<file path="src/rtl/quick_spi_pkg.sv">
// QuickSPI shared types: controller states and operation encodings.
// Optional build macro QUICK_SPI_LSB_FIRST_EN is consumed by quick_spi_param.
package quick_spi_pkg;

  typedef enum logic [1:0] {
    IDLE,
    SETUP,
    TRANSFER,
    HOLD
  } state_e;

  localparam logic OP_WRITE = 1'b0;
  localparam logic OP_READ  = 1'b1;

endpackage

</file>
<file path="src/rtl/quick_spi_sclk_gen.sv">
// QuickSPI SCLK generator: half-period divider with leading/trailing strobes.
// Counter and phase sit at zero whenever the generator is disabled.
module quick_spi_sclk_gen #(
  parameter int CLK_DIV = 2
) (
  input  logic clk,
  input  logic reset_n,
  input  logic en,
  input  logic cpol,
  output logic lead,
  output logic trail,
  output logic sclk
);

  localparam int CW = (CLK_DIV > 1) ? $clog2(CLK_DIV) : 1;
  localparam logic [CW-1:0] LAST = CW'(CLK_DIV - 1);

  logic [CW-1:0] cnt_q;
  logic          phase_q;
  logic          half;

  assign half  = en && (cnt_q == LAST);
  assign lead  = half && !phase_q;
  assign trail = half && phase_q;
  assign sclk  = cpol ^ phase_q;

  // divide clk into SCLK half-periods; phase 1 is the non-idle level
  always_ff @(posedge clk) begin
    if (!reset_n || !en) begin
      cnt_q   <= '0;
      phase_q <= 1'b0;
    end else if (half) begin
      cnt_q   <= '0;
      phase_q <= ~phase_q;
    end else begin
      cnt_q <= cnt_q + 1'b1;
    end
  end

endmodule

</file>
<file path="src/rtl/quick_spi_param.sv">
// QuickSPI parametrised SPI master, per-transaction CPOL/CPHA and read/write.
// Define QUICK_SPI_LSB_FIRST_EN to shift and capture LSB first.
module quick_spi_param
  import quick_spi_pkg::*;
#(
  parameter int DATA_WIDTH = 8,
  parameter int SLAVES     = 2,
  parameter int SLAVE_W    = (SLAVES > 1) ? $clog2(SLAVES) : 1,
  parameter int CLK_DIV    = 2
) (
  input  logic                  clk,
  input  logic                  reset_n,
  input  logic                  start_transaction,
  input  logic [SLAVE_W-1:0]    slave,
  input  logic                  operation,
  input  logic                  cpol,
  input  logic                  cpha,
  input  logic [DATA_WIDTH-1:0] outgoing_data,
  output logic [DATA_WIDTH-1:0] incoming_data,
  output logic                  busy,
  output logic                  end_of_transaction,
  output logic                  mosi,
  input  logic                  miso,
  output logic                  sclk,
  output logic [SLAVES-1:0]     ss_n
);

`ifdef QUICK_SPI_LSB_FIRST_EN
  localparam bit LSB_FIRST = 1'b1;
`else
  localparam bit LSB_FIRST = 1'b0;
`endif

  localparam int CW = (CLK_DIV > 1) ? $clog2(CLK_DIV) : 1;
  localparam int BW = $clog2(DATA_WIDTH);
  localparam logic [CW-1:0] LAST = CW'(CLK_DIV - 1);
  localparam logic [BW-1:0] LAST_BIT = BW'(DATA_WIDTH - 1);

  state_e                state_q, state_d;
  logic [CW-1:0]         cnt_q;
  logic [BW-1:0]         bit_q;
  logic [DATA_WIDTH-1:0] tx_q, rx_q, in_q;
  logic [DATA_WIDTH-1:0] tx_shift, rx_next;
  logic [SLAVES-1:0]     ss_q, sel_n;
  logic                  op_q, cpol_q, cpha_q;
  logic                  mosi_q, busy_q, eot_q, idle_q;
  logic                  accept, phase_done, hold_done;
  logic                  lead, trail, gen_sclk;

  function automatic logic head(input logic [DATA_WIDTH-1:0] v);
    return LSB_FIRST ? v[0] : v[DATA_WIDTH-1];
  endfunction

  assign accept = (state_q == IDLE) && !busy_q && start_transaction
                  && (int'(slave) < SLAVES);
  assign phase_done = (cnt_q == LAST);
  assign hold_done  = (state_q == HOLD) && phase_done;

  assign tx_shift = LSB_FIRST ? (tx_q >> 1) : (tx_q << 1);
  assign rx_next  = LSB_FIRST ? {miso, rx_q[DATA_WIDTH-1:1]}
                              : {rx_q[DATA_WIDTH-2:0], miso};

  quick_spi_sclk_gen #(
    .CLK_DIV(CLK_DIV)
  ) u_sclk (
    .clk    (clk),
    .reset_n(reset_n),
    .en     (state_q == TRANSFER),
    .cpol   (cpol_q),
    .lead   (lead),
    .trail  (trail),
    .sclk   (gen_sclk)
  );

  // decode requested slave index into an active-low select pattern
  always_comb begin
    sel_n = '1;
    for (int i = 0; i < SLAVES; i++) begin
      if (int'(slave) == i) sel_n[i] = 1'b0;
    end
  end

  // next-state logic for the transaction sequencer
  always_comb begin
    state_d = state_q;
    unique case (state_q)
      IDLE:     if (accept) state_d = SETUP;
      SETUP:    if (phase_done) state_d = TRANSFER;
      TRANSFER: if (trail && bit_q == LAST_BIT) state_d = HOLD;
      HOLD:     if (phase_done) state_d = IDLE;
      default:  state_d = IDLE;
    endcase
  end

  // state register
  always_ff @(posedge clk) begin
    if (!reset_n) state_q <= IDLE;
    else          state_q <= state_d;
  end

  // setup/hold cycle counter and transferred-bit counter
  always_ff @(posedge clk) begin
    if (!reset_n || state_d != state_q) cnt_q <= '0;
    else                                cnt_q <= cnt_q + 1'b1;
    if (!reset_n || accept) bit_q <= '0;
    else if (trail)         bit_q <= bit_q + 1'b1;
  end

  // latch request, shift data on SCLK strobes, drive selects and status
  always_ff @(posedge clk) begin
    if (!reset_n) begin
      op_q   <= OP_WRITE;
      cpol_q <= 1'b0;
      cpha_q <= 1'b0;
      tx_q   <= '0;
      rx_q   <= '0;
      in_q   <= '0;
      ss_q   <= '1;
      mosi_q <= 1'b0;
      busy_q <= 1'b0;
      eot_q  <= 1'b0;
      idle_q <= 1'b0;
    end else begin
      eot_q  <= hold_done;
      idle_q <= cpol;
      if (eot_q) busy_q <= 1'b0;
      if (accept) begin
        busy_q <= 1'b1;
        op_q   <= operation;
        cpol_q <= cpol;
        cpha_q <= cpha;
        tx_q   <= outgoing_data;
        ss_q   <= sel_n;
        mosi_q <= (operation == OP_WRITE && !cpha) ? head(outgoing_data)
                                                   : 1'b0;
      end
      if (lead) begin
        if (!cpha_q) begin
          rx_q <= rx_next;
        end else if (op_q == OP_WRITE) begin
          mosi_q <= head(tx_q);
          tx_q   <= tx_shift;
        end
      end
      if (trail) begin
        if (cpha_q) begin
          rx_q <= rx_next;
        end else if (op_q == OP_WRITE) begin
          mosi_q <= head(tx_shift);
          tx_q   <= tx_shift;
        end
      end
      if (hold_done) begin
        ss_q   <= '1;
        mosi_q <= 1'b0;
        if (op_q == OP_READ) in_q <= rx_q;
      end
    end
  end

  assign incoming_data      = in_q;
  assign busy               = busy_q;
  assign end_of_transaction = eot_q;
  assign mosi               = mosi_q;
  assign sclk               = busy_q ? gen_sclk : idle_q;
  assign ss_n               = ss_q;

endmodule
</file>
<file path="config.mk">
export PLATFORM = sky130hd
export DESIGN_NAME = quick_spi_param
export DESIGN_NICKNAME = d
export VERILOG_FILES = /design/src/rtl/quick_spi_pkg.sv /design/src/rtl/quick_spi_sclk_gen.sv /design/src/rtl/quick_spi_param.sv
export SDC_FILE = /design/constraint.sdc
export NUM_CORES = 1
export LEC_CHECK = 0
export ABC_AREA = 1
export CAP_MARGIN = 20
export CORE_MARGIN = 10
export CORE_UTILIZATION = 54
export CTS_BUF_LIST = sky130_fd_sc_hd__clkbuf_8
export CTS_CLUSTER_DIAMETER = 100
export CTS_CLUSTER_SIZE = 24
export DETAILED_ROUTE_END_ITERATION = 10
export PLACE_DENSITY = 0.81
export SYNTH_ARGS = -nofsm -noshare
export SYNTH_HDL_FRONTEND = slang
export SYNTH_SLANG_ARGS = --single-unit
</file>
<file path="constraint.sdc">
create_clock -name clk -period 1.6 [get_ports clk]
set_input_delay 0.24 -clock clk [delete_from_list [all_inputs] [get_ports clk]]
set_output_delay 0.24 -clock clk [all_outputs]
set_load 0.02 [all_outputs]
</file>
==> flow_metrics.py, run 1 <==
metrics = {
    "cts": {
        "numCtsBuffers": 5,
        "insertion_delay_ns": 0.29,
        "postCtsSetupRepairBufs": 0,
        "clockBufferDepth": 2,
        "clk_pin_slew_ns": 0.07,
        "cts_max_level": 2,
        "ctsHoldBuffers": 0,
        "cts_tree": "built",
        "cts-resized-gates": 1,
        "cts-root-buf": "clkbuf_8",
        "clock-sinks": 41,
    },
    "detailed_routing": {
        "drt-vias-per-instance": 4.94,
        "routed_wl_um": 3850,
        "ant_nets": 0,
        "vias": 1571,
        "drt_iter0_drc": 57,
        "drt_pre_antenna_iters": 4,
        "drc": 0,
        "wl_per_cell_um": 12.1,
    },
    "global_route": {
        "grt_pass1_wl_um": 6690,
        "grt_max_degree": 23,
        "overflow": 0,
        "antenna_found_initial": 0,
        "gr-usage-all-layers_pct": 13.5,
        "grt_pass1_vias": 1509,
    },
    "setup_path": {
        "path_cells": "clkdlybuf4s50_1",
        "crit_family": "buffers and inverters",
        "slowest_delay_ns": 0.62,
        "critPathKind": "flip-flop to primary output",
        "end_kind": "primary output",
        "cp.arrival_ns": 1.25,
        "crit_slowest_cell": "clkdlybuf4s50_1",
        "worstPathRequired_ns": 1.36,
        "path_buf_inv": 1,
        "start_kind": "flip-flop",
        "crit_path_max_fanout": 2,
    },
    "power": {
        "clock_power_share_pct": 31.0,
        "power_switching_w": 0.000512,
        "p_leak_nw": 1.02,
        "p_int_w": 0.00149,
        "power_per_cell_area_nw_per_um2": 918,
        "worst_ir_drop_vdd_v": 0.000509,
        "power_frac_comb_pct": 13.7,
        "power_frac_seq_pct": 55.3,
        "switching_share_pct": 25.6,
    },
    "sta": {
        "grt_setup_unrepaired": "false",
        "fin_ws_ns": 0.105,
        "worstMarginPinSlew_ns": 0.314,
        "fin_worst_skew_ns": 0.00349,
        "setup_viol": 0,
        "report.final.slew_viol_count": 0,
        "worst_hold_slack_ns": 0.471,
        "period_needed_ns": 1.49,
        "fin_setup_tns_ns": 0,
        "relSlewSlack_pct": 79.0,
        "hold_viol_final": 0,
        "finalCritPeriodShare_pct": 93.4,
        "max_freq_ghz": 0.669,
    },
    "floorplanning": {
        "die_width_um": 76.4,
        "die_h_um": 76.4,
        "core-area_um2": 3050,
        "die_area_um2": 5840,
        "io_pins": 30,
        "initial_core_util_pct": 56.3,
        "rows": 20,
    },
    "synthesis": {
        "synth_edf_count": 0,
        "yosysUniqueCellTypes": 24,
        "syn_area_per_cell_um2": 7.32,
        "ys_seq_area_share_pct": 47.7,
        "synth-main-ff-cell": "dfxtp_1",
        "synth_seq_cells": 41,
        "netlist_area_um2": 1720,
        "synth.top_cells.by_count": "nor2_1, nand2_1, dfxtp_1",
        "synth_top_cell_by_area": "dfxtp_1",
        "syn_nets": 253,
        "async_flop_share_pct": 0,
        "yosys_warnings": 0,
        "synth_top_cell_area_share_pct": 47.7,
        "synthCells": 235,
        "yosysMostFrequentCell": "nor2_1",
        "synthTopCellsByArea": "dfxtp_1, nor2_1, nand2_1, o21ai_0, a21oi_1",
    },
    "outcome": {
        "status": "complete, no violations",
    },
    "placement": {
        "placedInstanceArea_um2": 2100,
        "post-place-ws_ns": 0.0398,
        "dp_hpwl_um": 2800,
        "io_buffers": 29,
        "gp_congestion": 0.824,
    },
    "finish": {
        "multi_input_area_um2": 807,
        "drive_gt1_share_pct": 9.85,
        "final_util_pct": 71.4,
        "diodes": 0,
        "area_growth_pct": 26.9,
        "final_nets": 291,
        "design_area_um2": 2180,
        "seqCellArea_um2": 821,
        "fill_cells": 272,
    },
    "flow_run": {
        "max-cap-violations": 0,
    },
    "hold_path": {
        "hold_class": "flip-flop to flip-flop",
    },
}
sequential cells by signal (all words and copies together) (netlist names), 2 cells and up:
signal         cells
ss_n               2
incoming_data      8
tx_q               8
bit_q              3
state_q            2
rx_q               8
layout make-up:
| class | instances | area share [%] |
|---|---|---|
| Clock inverter | 3 | 0.516 |
| Inverter | 15 | 2.58 |
| Sequential cell | 41 | 37.6 |
| Timing Repair Buffer | 37 | 16.6 |
| Multi-Input combinational cell | 173 | 37.0 |
| Tap cell | 44 | 2.52 |
| Clock buffer | 5 | 3.16 |
power groups by stage:
stage	combinational [W]	clock [W]	sequential, W
after floorplan	0.000148	0	0.00113
after global placement	0.000271	0	0.00113
after detailed placement	0.000278	0	0.00113
after CTS	0.000278	0.000634	0.00111
after global routing	0.000309	0.000671	0.00111
final	0.000275	0.000621	0.00111
cells by family (layout without fill, tap and decap cells):
kind of cell | after synthesis | in the layout | share of synthesized area (%)
and+or+nand+nor | 128 | 128 | 32.6
AOI/OAI and AO/OA | 42 | 42 | 12.4
xor gates and xnor gates | 1 | 1 | 0.510
DFF | 41 | 41 | 47.7
adders and majority gates | 2 | 2 | 1.46
buffers and inverters | 21 | 60 | 5.31
per-layer routing:
metal | vias up | wire length [µm] | GRT usage (%)
met5 | - | 0 | 0
met4 | 0 | 75 | 6.32
met3 | 7 | 176 | 4.60
met2 | 27 | 1780 | 21.6
met1 | 716 | 1830 | 15.8
li1 | 821 | - | -
cells in the final DEF (no fill, tap or decap), drive strengths merged:
cell type	Yosys	final
xnor2	1	1
a21oi	19	19
o21ai	22	22
nor3	2	2
buf	3	8
nand3b	7	7
o21a	1	1
or2	2	2
ha	2	2
nand3	4	4
inv	15	18
nand4	1	1
clkbuf	3	5
nor2	57	57
nand2	54	54
dfxtp	41	41
clkdlybuf4s50	0	28
and2	1	1
dlygate4sd2	0	1
per-stage QoR:
| step | std cells | power, W |
|---|---|---|
| 4_1_cts | 318 | 0.00202 |
| 5_1_grt | 318 | 0.00209 |
| 2_1_floorplan | 235 | 0.00128 |
| 3_3_place_gp | 310 | 0.00140 |
| 6_report | 318 | 0.00200 |
| 3_5_place_dp | 310 | 0.00141 |
worst paths after layout:
kind | endpoint | cells after the start | slack [ns] | start
setup / recovery | incoming_data[7] | 1 | 0.11 | incoming_data[7]$_SDFFE_PN0P_
hold / removal | ss_n[1]$_SDFFE_PP1N_ | 2 | 0.47 | ss_n[1]$_SDFFE_PP1N_
setup reg to reg | tx_q[2]$_SDFF_PN0_ | 7 | 0.11 | state_q[0]$_SDFF_PN0_
hold reg to reg | ss_n[1]$_SDFFE_PP1N_ | 2 | 0.47 | ss_n[1]$_SDFFE_PP1N_
Power figures use the tool's default switching activity.
==> run 2, diff against run 1 <==
CORE_UTILIZATION = 35   (was 54)
PLACE_DENSITY = not set   (was 0.81)
TNS_END_PERCENT = 100   (was not set)
==> run 2 against run 1 <==
First-iteration DRC count is 25% higher. Total power is 3.6% higher. Final area grew 2.3%. Largest power group unchanged. Non-clock buffer count up 1. Fmax down 0.34%. Highest routed layer unchanged.
==> flow_metrics.py, run 2 (synthesized netlist as in run 1, its figures left out) <==
metrics = {
    "sta": {
        "grt_setup_unrepaired": "false",
        "worstMarginPinSlew_ns": 0.261,
        "relSlewSlack_pct": 82.5,
        "finalCritPeriodShare_pct": 93.7,
        "report.final.slew_viol_count": 0,
        "period_needed_ns": 1.50,
        "hold_viol_final": 0,
        "fin_worst_skew_ns": 0.0102,
        "setup_viol": 0,
        "max_freq_ghz": 0.667,
        "fin_setup_tns_ns": 0,
    },
    "power": {
        "p_int_w": 0.00151,
        "power_switching_w": 0.000565,
        "power_frac_seq_pct": 53.2,
        "p_leak_nw": 1.02,
        "worst_ir_drop_vdd_v": 0.000429,
        "power_frac_comb_pct": 13.3,
        "power_per_cell_area_nw_per_um2": 930,
        "power.total_w": 0.00207,
        "clock_power_share_pct": 33.6,
        "switching_share_pct": 27.3,
    },
    "setup_path": {
        "r2r-end": "rx_q[7]$_SDFF_PN0_",
        "reg2reg_setup_slack_ns": 0.22,
        "critical_path.startpoint": "incoming_data[2]$_SDFFE_PN0P_",
        "crit_path_max_fanout": 2,
        "crit_slowest_cell": "clkdlybuf4s50_1",
        "path_cells": "clkdlybuf4s50_1",
        "slowest_delay_ns": 0.61,
        "worstPathRequired_ns": 1.36,
        "r2r_start": "state_q[0]$_SDFF_PN0_",
        "r2r_cells": 7,
        "cp.arrival_ns": 1.26,
        "crit_family": "buffers and inverters",
        "cp_num_cells": 1,
        "path_buf_inv": 1,
        "critical_path.endpoint": "incoming_data[2]",
        "end_kind": "primary output",
        "critPathKind": "flip-flop to primary output",
        "start_kind": "flip-flop",
    },
    "floorplanning": {
        "die_width_um": 90.1,
        "die_h_um": 90.1,
        "initial_core_util_pct": 36.2,
        "core-area_um2": 4750,
        "die_area_um2": 8120,
        "rows": 25,
        "io_pins": 30,
    },
    "flow_run": {
        "max-cap-violations": 0,
    },
    "finish": {
        "diodes": 0,
        "fin_cells": 342,
        "multi_input_area_um2": 810,
        "design_area_um2": 2230,
        "final_common_cell": "nor2_1",
        "final_cell_mix": "nor2_1, nand2_1, dfxtp_1",
        "seqCellArea_um2": 821,
        "fill_cells": 516,
        "drive_gt1_share_pct": 11.6,
        "area_growth_pct": 29.8,
        "final_nets": 292,
    },
    "cts": {
        "clk_pin_slew_ns": 0.09,
        "cts_max_level": 2,
        "insertion_delay_ns": 0.30,
        "clock-sinks": 41,
        "cts-resized-gates": 1,
        "postCtsSetupRepairBufs": 0,
        "clockBufferDepth": 2,
        "numCtsBuffers": 5,
        "ctsHoldBuffers": 0,
        "cts-root-buf": "clkbuf_8",
        "cts_tree": "built",
    },
    "global_route": {
        "grt_max_degree": 19,
        "gr-usage-all-layers_pct": 10.1,
        "grt_pass1_vias": 1508,
        "antenna_found_initial": 0,
        "overflow": 0,
        "grt_pass1_wl_um": 6960,
    },
    "placement": {
        "dp_hpwl_um": 2880,
        "dp.cells": 334,
        "io_buffers": 29,
        "gp_congestion": 0.825,
        "placedInstanceArea_um2": 2140,
    },
    "detailed_routing": {
        "vias": 1560,
        "drt_iter0_drc": 71,
        "drt_pre_antenna_iters": 4,
        "routed_wl_um": 3980,
        "ant_nets": 0,
        "wl_per_cell_um": 11.6,
        "drc": 0,
        "drt-vias-per-instance": 4.56,
    },
    "hold_path": {
        "hold_class": "flip-flop to flip-flop",
    },
    "outcome": {
        "status": "complete, no violations",
    },
}
## run 2: cell count changes in the layout (fill, tap and decap cells not counted)
cell,before,now
clkinv_2,0,1
nand2_1,51,50
inv_6,0,1
dlygate4sd2_1,1,0
nand2_2,3,4
clkinvlp_4,0,1
inv_1,16,13
buf_4,7,8
clkdlybuf4s15_1,0,1
## run 2: final cells by class
cell class | instances | area share (%)
Clock inverter | 3 | 0.953
Multi-Input combinational cell | 173 | 36.3
Clock buffer | 5 | 3.08
Tap cell | 67 | 3.76
Inverter | 15 | 2.52
Sequential cell | 41 | 36.8
Timing Repair Buffer | 38 | 16.6
## run 2: power by group through the flow
stage / Combinational [W] / Sequential, W / Clock [W]
final: 0.000275 / 0.00110 / 0.000697
after global routing: 0.000311 / 0.00111 / 0.000745
after CTS: 0.000279 / 0.00110 / 0.000705
after detailed placement: 0.000279 / 0.00113 / 0
after global placement: 0.000276 / 0.00113 / 0
after floorplan: 0.000148 / 0.00113 / 0
## run 2: worst min-delay path by stage
| stage | end | slack [ns] | from | cells past startpoint |
|---|---|---|---|---|
| 5_1_grt | incoming_data[6]$_SDFFE_PN0P_ | 0.49 | rx_q[6]$_SDFF_PN0_ | 2 |
| 3_3_place_gp | rx_q[7]$_SDFF_PN0_ | 0.46 | rx_q[6]$_SDFF_PN0_ | 2 |
| 4_1_cts | bit_q[1]$_SDFFE_PP0P_ | 0.48 | bit_q[1]$_SDFFE_PP0P_ | 2 |
| 3_5_place_dp | ss_n[1]$_SDFFE_PP1N_ | 0.46 | ss_n[1]$_SDFFE_PP1N_ | 2 |
| 2_1_floorplan | idle_q$_SDFF_PN0_ | 0.35 | cpol | 2 |
| 6_report | ss_n[1]$_SDFFE_PP1N_ | 0.47 | ss_n[1]$_SDFFE_PP1N_ | 2 |
## run 2: routing by layer
layer	track usage, %	up-vias	part of all wire (%)
li1	-	826	-
met2	15.6	27	43
met3	4.16	7	6.5
met5	0	-	0
met4	2.79	0	0.98
met1	12.5	700	50
## run 2: metrics by stage
stage | hold WS, ns | setup slack [ns] | util, %
2_1_floorplan | 0.352 | 0.307 | -
3_3_place_gp | 0.456 | 0.0530 | 45.0
3_5_place_dp | 0.461 | 0.0390 | 45.0
4_1_cts | 0.475 | 0.0987 | 46.8
5_1_grt | 0.493 | 0.0121 | 46.9
6_report | 0.470 | 0.100 | 46.9
==> run 3, diff against run 2 <==
SLEW_MARGIN = 20   (was not set)
==> results of run 3 <==
No change in the layout: final DEF, timing and power equal those of run 2.
